[src/rtl/vram_writer_pkg.sv]
// Shared video-path definitions: SRAM widths, writer FSM states and the
// host command record carried through the command FIFO.
package vram_writer_pkg;
    localparam int ADDR_W = 18;
    localparam int DATA_W = 16;

    typedef enum logic [1:0] {IDLE, SETUP, STROBE, HOLD} wrState_t;

    typedef struct packed {
        logic              setaddr;
        logic [ADDR_W-1:0] addr;
        logic [DATA_W-1:0] data;
        logic [1:0]        be;
    } hostCmd_t;

    localparam int CMD_W = $bits(hostCmd_t);
endpackage

[src/rtl/vram_writer_if.sv]
// Host command handshake into the VRAM writer.
interface vram_writer_if;
    import vram_writer_pkg::*;

    logic              host_valid;
    logic              host_ready;
    logic              host_setaddr;
    logic [ADDR_W-1:0] host_addr;
    logic [DATA_W-1:0] host_data;
    logic [1:0]        host_be;

    modport master (output host_valid, host_setaddr, host_addr, host_data, host_be,
                    input  host_ready);
    modport slave  (input  host_valid, host_setaddr, host_addr, host_data, host_be,
                    output host_ready);
endinterface

[src/rtl/vram_writer_cmd_fifo.sv]
// Single-clock command FIFO; DEPTH must be a power of two so pointers wrap freely.
module cmd_fifo #(
    parameter int DEPTH = 4,
    parameter int WIDTH = 8
) (
    input  logic             clk,
    input  logic             rst_n,
    input  logic             push,
    input  logic [WIDTH-1:0] din,
    output logic             full,
    input  logic             pop,
    output logic [WIDTH-1:0] dout,
    output logic             empty
);
    localparam int PW = (DEPTH > 1) ? $clog2(DEPTH) : 1;

    logic [WIDTH-1:0] mem [DEPTH];
    logic [PW-1:0]    wrPtr, rdPtr;
    logic [PW:0]      count;
    logic             doPush, doPop;

    assign empty  = (count == '0);
    assign full   = (count == (PW+1)'(DEPTH));
    assign doPop  = pop && !empty;
    // A pop frees a slot in the same cycle, so a full FIFO can still take a push.
    assign doPush = push && (!full || doPop);
    assign dout   = mem[rdPtr];

    always_ff @(posedge clk) begin
        if (doPush) mem[wrPtr] <= din;
    end

    always_ff @(posedge clk or negedge rst_n) begin
        if (!rst_n) begin
            wrPtr <= '0;
            rdPtr <= '0;
            count <= '0;
        end else begin
            if (doPush) wrPtr <= wrPtr + 1'b1;
            if (doPop)  rdPtr <= rdPtr + 1'b1;
            count <= count + (PW+1)'(doPush) - (PW+1)'(doPop);
        end
    end
endmodule

[src/rtl/vram_writer.sv]
// Drains host commands into the shared SRAM: pointer loads take one cycle,
// data writes run a fixed 4-cycle IDLE/SETUP/STROBE/HOLD sequence.
module vram_writer
    import vram_writer_pkg::*;
#(
    parameter int FIFO_DEPTH = 4
) (
    input  logic              clk,
    input  logic              rst_n,
    vram_writer_if.slave      host,
    input  logic              bus_busy,
    output logic              bus_req,
    output logic [ADDR_W-1:0] ram_addr,
    output logic [DATA_W-1:0] ram_dout,
    output logic              ram_ce,
    output logic              ram_oe,
    output logic              ram_we,
    output logic              ram_lb,
    output logic              ram_hb,
    output logic              idle,
    output logic [15:0]       writes_done
);
    wrState_t          state;
    hostCmd_t          cmdIn, head;
    logic [CMD_W-1:0]  headBits;
    logic              fifoFull, fifoEmpty, pop;
    logic [ADDR_W-1:0] ptr;

    assign cmdIn = {host.host_setaddr, host.host_addr, host.host_data, host.host_be};
    assign head  = hostCmd_t'(headBits);
    assign host.host_ready = !fifoFull;

    cmd_fifo #(.DEPTH(FIFO_DEPTH), .WIDTH(CMD_W)) uFifo (
        .clk   (clk),
        .rst_n (rst_n),
        .push  (host.host_valid),
        .din   (cmdIn),
        .full  (fifoFull),
        .pop   (pop),
        .dout  (headBits),
        .empty (fifoEmpty)
    );

    // Pointer loads never touch the SRAM, so only data writes wait on the reader.
    assign pop    = (state == IDLE) && !fifoEmpty && (head.setaddr || !bus_busy);
    assign idle   = fifoEmpty && (state == IDLE);
    assign ram_oe = 1'b0;

    always_ff @(posedge clk or negedge rst_n) begin
        if (!rst_n) begin
            state       <= IDLE;
            ptr         <= '0;
            writes_done <= '0;
            ram_addr    <= '0;
            ram_dout    <= '0;
            ram_ce      <= 1'b0;
            ram_we      <= 1'b0;
            ram_lb      <= 1'b0;
            ram_hb      <= 1'b0;
            bus_req     <= 1'b0;
        end else begin
            case (state)
                IDLE: if (pop) begin
                    if (head.setaddr) begin
                        ptr <= head.addr;
                    end else begin
                        ram_addr <= ptr;
                        ram_dout <= head.data;
                        ram_lb   <= head.be[0];
                        ram_hb   <= head.be[1];
                        ram_ce   <= 1'b1;
                        bus_req  <= 1'b1;
                        state    <= SETUP;
                    end
                end
                SETUP: begin
                    ram_we <= 1'b1;
                    state  <= STROBE;
                end
                STROBE: begin
                    ram_we <= 1'b0;
                    state  <= HOLD;
                end
                HOLD: begin
                    ram_ce      <= 1'b0;
                    bus_req     <= 1'b0;
                    ptr         <= ptr + 1'b1;
                    writes_done <= writes_done + 1'b1;
                    state       <= IDLE;
                end
            endcase
        end
    end
endmodule

[src/flat_wrapper.sv]
// flat-port wrapper written by rule: the top's interface ports become plain ports
module vram_writer_flat import vram_writer_pkg::*;
#(
    parameter int FIFO_DEPTH = 4
)
  (clk, rst_n, bus_busy, bus_req, ram_addr, ram_dout, ram_ce, ram_oe, ram_we, ram_lb, ram_hb, idle, writes_done, host_host_valid, host_host_setaddr, host_host_addr, host_host_data, host_host_be, host_host_ready);
  vram_writer_if host_i ();
  input  logic clk;
  input  logic rst_n;
  input  logic bus_busy;
  output logic bus_req;
  output logic [ADDR_W-1:0] ram_addr;
  output logic [DATA_W-1:0] ram_dout;
  output logic ram_ce;
  output logic ram_oe;
  output logic ram_we;
  output logic ram_lb;
  output logic ram_hb;
  output logic idle;
  output logic [15:0] writes_done;
  input wire logic [$bits(host_i.host_valid)-1:0] host_host_valid;
  input wire logic [$bits(host_i.host_setaddr)-1:0] host_host_setaddr;
  input wire logic [$bits(host_i.host_addr)-1:0] host_host_addr;
  input wire logic [$bits(host_i.host_data)-1:0] host_host_data;
  input wire logic [$bits(host_i.host_be)-1:0] host_host_be;
  output wire logic [$bits(host_i.host_ready)-1:0] host_host_ready;
  assign host_i.host_valid = host_host_valid;
  assign host_i.host_setaddr = host_host_setaddr;
  assign host_i.host_addr = host_host_addr;
  assign host_i.host_data = host_host_data;
  assign host_i.host_be = host_host_be;
  assign host_host_ready = host_i.host_ready;
  vram_writer #(.FIFO_DEPTH(FIFO_DEPTH)) u_core (.clk(clk), .rst_n(rst_n), .host(host_i), .bus_busy(bus_busy), .bus_req(bus_req), .ram_addr(ram_addr), .ram_dout(ram_dout), .ram_ce(ram_ce), .ram_oe(ram_oe), .ram_we(ram_we), .ram_lb(ram_lb), .ram_hb(ram_hb), .idle(idle), .writes_done(writes_done));
endmodule
[config.mk]
export PLATFORM = sky130hd
export DESIGN_NAME = vram_writer_flat
export DESIGN_NICKNAME = d
export VERILOG_FILES = /design/src/rtl/vram_writer_pkg.sv /design/src/rtl/vram_writer_if.sv /design/src/rtl/vram_writer_cmd_fifo.sv /design/src/rtl/vram_writer.sv /design/src/flat_wrapper.sv
export SDC_FILE = /design/constraint.sdc
export NUM_CORES = 1
export LEC_CHECK = 0
export ABC_AREA = 1
export CAP_MARGIN = 20
export CORE_MARGIN = 5
export CORE_UTILIZATION = 57
export DETAILED_ROUTE_END_ITERATION = 12
export GPL_ROUTABILITY_DRIVEN = 0
export GPL_TIMING_DRIVEN = 0
export PLACE_DENSITY = 0.83
export SLEW_MARGIN = 20
export SYNTH_ARGS = -nofsm -noshare
export SYNTH_HDL_FRONTEND = slang
export SYNTH_SLANG_ARGS = --single-unit
[constraint.sdc]
create_clock -name clk -period 3.7 [get_ports clk]
set_input_delay 0.925 -clock clk [delete_from_list [all_inputs] [get_ports clk]]
set_output_delay 0.925 -clock clk [all_outputs]
set_load 0.05 [all_outputs]
==> results.md, run 1 <==
* RSZ-0062 raised after global routing: false
* TritonRoute pass-1 iters at 5
* Core area at approximately 17000 um^2
* Clk root buf: clkbuf_16
* Worst hold-check path type: primary input to async pin
* Area occupied by multi-input gates at 2740 um^2
* VDD IR max at approximately 0.64 mV
* Number of global-route vias before repair at slightly below 7k
* FF-to-FF Start: u_core.state[0]
* FMAX at about 310 MHz
* Clk pwr share at 0.216
* Worst hold slack at around 0.34 ns
* Crit path required time at about 2.8 ns
* Crit path from: u_core.state[0]
* R2r endpoint: u_core.uFifo.mem[1][23]
* Share of synthesized registers carrying an async set or reset at 0.354
* I/O Buffers at just under 100
* Share of post-route cells with drive strength above 1 at 0.0979
* Nets at ~1.1k
* FF+latch count, synth at around 230
* Floorplan row count at between 40 and 50
* Yosys warns at 0
* Static Leakage at 4.79 nW
* Setup crit start kind: register
* Vias at 7032
* GRT Total Usage at 0.228
* Fillers at 1134
* Post-synthesis compound-gate area fraction at 0.0824
* Global-route wire length before repair at 35.9 mm
* Final setup fails at 0
* Main combinational cell family by area after synthesis: simple AND/OR/NAND/NOR gates
* Routed WL at between 20 and 25 mm
* Simple-gate area share of the yosys netlist at 0.166
* H-tree levels at 1
* Switching power at around 4.6 mW
* Antenna viol nets, final at 0
* Post-CTS Setup Inserts at 0
* Post-Syn Area at 9650 um^2
* Synthesized netlist cell count at 887
* CTS tree: built
* Post-CTS Hold Buffers at 0
* N_diodes at 0
* Setup TNS at 0 ns
* Switching share of power at 0.416
* DR vias/cell at ~5.6
* Area Overhead vs Synth at 22.7%
* Largest net degree at the start of global routing at 57
* Max FO, Critical Path at 3
* Worst R2R Path Depth at 9
* Final Non-Filler Cells at between 1k and 1.5k
* Post-synthesis sequential area ratio at 0.670
* Clock Path Buffers at 3
* Reg clk slew, reported paths at around 0.06 ns
* Placed cells at around 1.2k
* Sequential Power Share at 0.353
* Post-synthesis cell type count at 34
* Maxcap violations at 0
* Mux share of post-synthesis cell area at 0
* Syn_area_per_cell at ~11 um^2
* Xor/xnor cell area share of the yosys netlist at 0.0154
* Main flop type after synthesis: edfxtp_1
* Detailed router's first-iteration violation count at 815
* Logic pwr share at 0.431
* Worst slew margin at 0.474
* Sink Count at around 230
* Crit path kind: register to output pin
* Clk_lat worst skew at 0.52 ns
* Routed WL per cell at between 15 and 20 um
* CTS resizes at 0
* Cell internal pwr at about 6.4 mW
* Highest-count cells in the layout ignoring fill and taps: nand2_1, edfxtp_1, nor2_1, clkdlybuf4s50_1, dfrtp_1
* Outcome: completed
* Final slew viol count at 0
* Initial antenna violation count at 0
* Power Density at about 930 nW/um^2
* Register area at about 6500 um^2
* Die footprint at 19600 um^2
* CP endpoint: idle
* # IOs at 99
* Commonest non-fill, non-tap cell in the layout: nand2_1
* Syn_nets at 940
* Synth Area in Adders at 0.0163
* R2R setup slack at 0.81 ns
* Initial core utilization at 0.582
* DIE WIDTH at around 140 um
* Hold Vio Cnt, Final at 0
* Global route overflow at 0
* Die Ht at approximately 140 um
* Final Power at roughly 11 mW
* Period utilization at 0.865
* Crit end category: output pin
* Critical Path AT at 2.27 ns
* Crit path time final at around 3.2 ns
* Hpwl dp at 14.5 mm
* Drt drc at 0
* CTS Buf Count at 23
* Worst slew pin tran at around 0.79 ns
* EDFF count, synth at roughly 150
* Worst clock skew at ~0.025 ns
[power groups by stage]
stage	Combinational (mW)	Clock [mW]	Sequential, mW
finish	4.73	2.37	3.87
global route	5.13	2.52	3.94
CTS	4.71	2.40	3.86
detailed placement	4.65	0	3.89
global placement	4.41	0	3.91
floorplan	2.32	0	4.64
[synthesized netlist by cell type, types with 10 or more instances]
cell,count,share of area
edfxtp_1,148,0.46
xor2_1,13,0.012
a21oi_1,14,0.0073
o22ai_1,24,0.016
clkbuf_1,14,0.0054
ha_1,11,0.014
buf_2,14,0.0073
nor2_1,103,0.040
dfrtp_1,81,0.21
o21ai_0,75,0.039
nand3_1,59,0.031
nand2_1,204,0.079
inv_1,60,0.023
o21ai_2,10,0.0091
o21ai_1,11,0.0057
[registers in the layout, indices dropped and copies added, names as in the netlist]
signal,count
u_core.uFifo.mem,148
u_core.ptr,18
u_core.ram_addr,18
u_core.ram_dout,16
u_core.writes_done,16
u_core.uFifo.count,3
u_core.state,2
u_core.uFifo.rdPtr,2
u_core.uFifo.wrPtr,2
u_core.ram_ce,1
u_core.ram_hb,1
u_core.ram_lb,1
u_core.ram_we,1
[metrics by stage]
step	util	cell area (um^2)	setup slack, ns
finish	0.714	11800	0.501
global route	0.714	11800	0.372
CTS	0.714	11800	0.491
detailed placement	0.668	11100	0.500
global placement	0.657	10900	-1.32
floorplan	-	9650	0.337
[cell type report]
class	instances	area share
Inverter	63	0.0202
Clock inverter	16	0.0155
Sequential cell	229	0.546
Buffer	41	0.0199
Multi-Input combinational cell	554	0.231
Timing Repair Buffer	103	0.0940
Clock buffer	26	0.0496
Tap cell	220	0.0232
[per-layer routing]
| metal | wire, um | GRT usage | vias up |
|---|---|---|---|
| li1 | - | - | 3266 |
| met1 | 9010 | 0.311 | 3331 |
| met2 | 10600 | 0.372 | 379 |
| met3 | 2030 | 0.0419 | 56 |
| met4 | 677 | 0.0847 | 0 |
| met5 | 0 | 0 | - |
[worst max-delay path: stages (launching register included)]
cell	delay (ns)
dfrtp_1	0.39
inv_1	0.10
ha_1	0.21
inv_1	0.11
nor2_1	0.11
clkdlybuf4s50_1	0.85
[worst min path at each step]
stage                                      start                     end  slack (ns)  depth (start not counted)
final                                      rst_n     u_core.ram_addr[10]        0.34                          1
after global routing                       rst_n     u_core.ram_addr[10]        0.36                          1
after CTS                                  rst_n           u_core.ptr[6]        0.34                          1
after detailed placement           u_core.ram_lb           u_core.ram_lb        0.47                          2
after global placement    u_core.writes_done[15]  u_core.writes_done[15]        0.46                          1
after floorplan                    u_core.ptr[6]           u_core.ptr[6]        0.49                          2
[logic make-up (layout without fill, tap and decap cells)]
group | after synthesis | after routing
flops | 229 | 229
simple gates | 384 | 384
xor+xnor | 17 | 17
buf+inv | 104 | 249
other cells | 1 | 1
fa+ha+maj | 12 | 12
compound gates | 140 | 140
Power figures use the tool's default switching activity.
==> inputs of run 2 (changes only) <==
--- a/config.mk
+++ b/config.mk
@@ -6,7 +6,6 @@
 export NUM_CORES = 1
 export LEC_CHECK = 0
 export ABC_AREA = 1
-export CAP_MARGIN = 20
 export CORE_MARGIN = 5
 export CORE_UTILIZATION = 57
 export DETAILED_ROUTE_END_ITERATION = 12
==> results of run 2 <==
Final layout, timing and power as in run 1 (identical DEF).
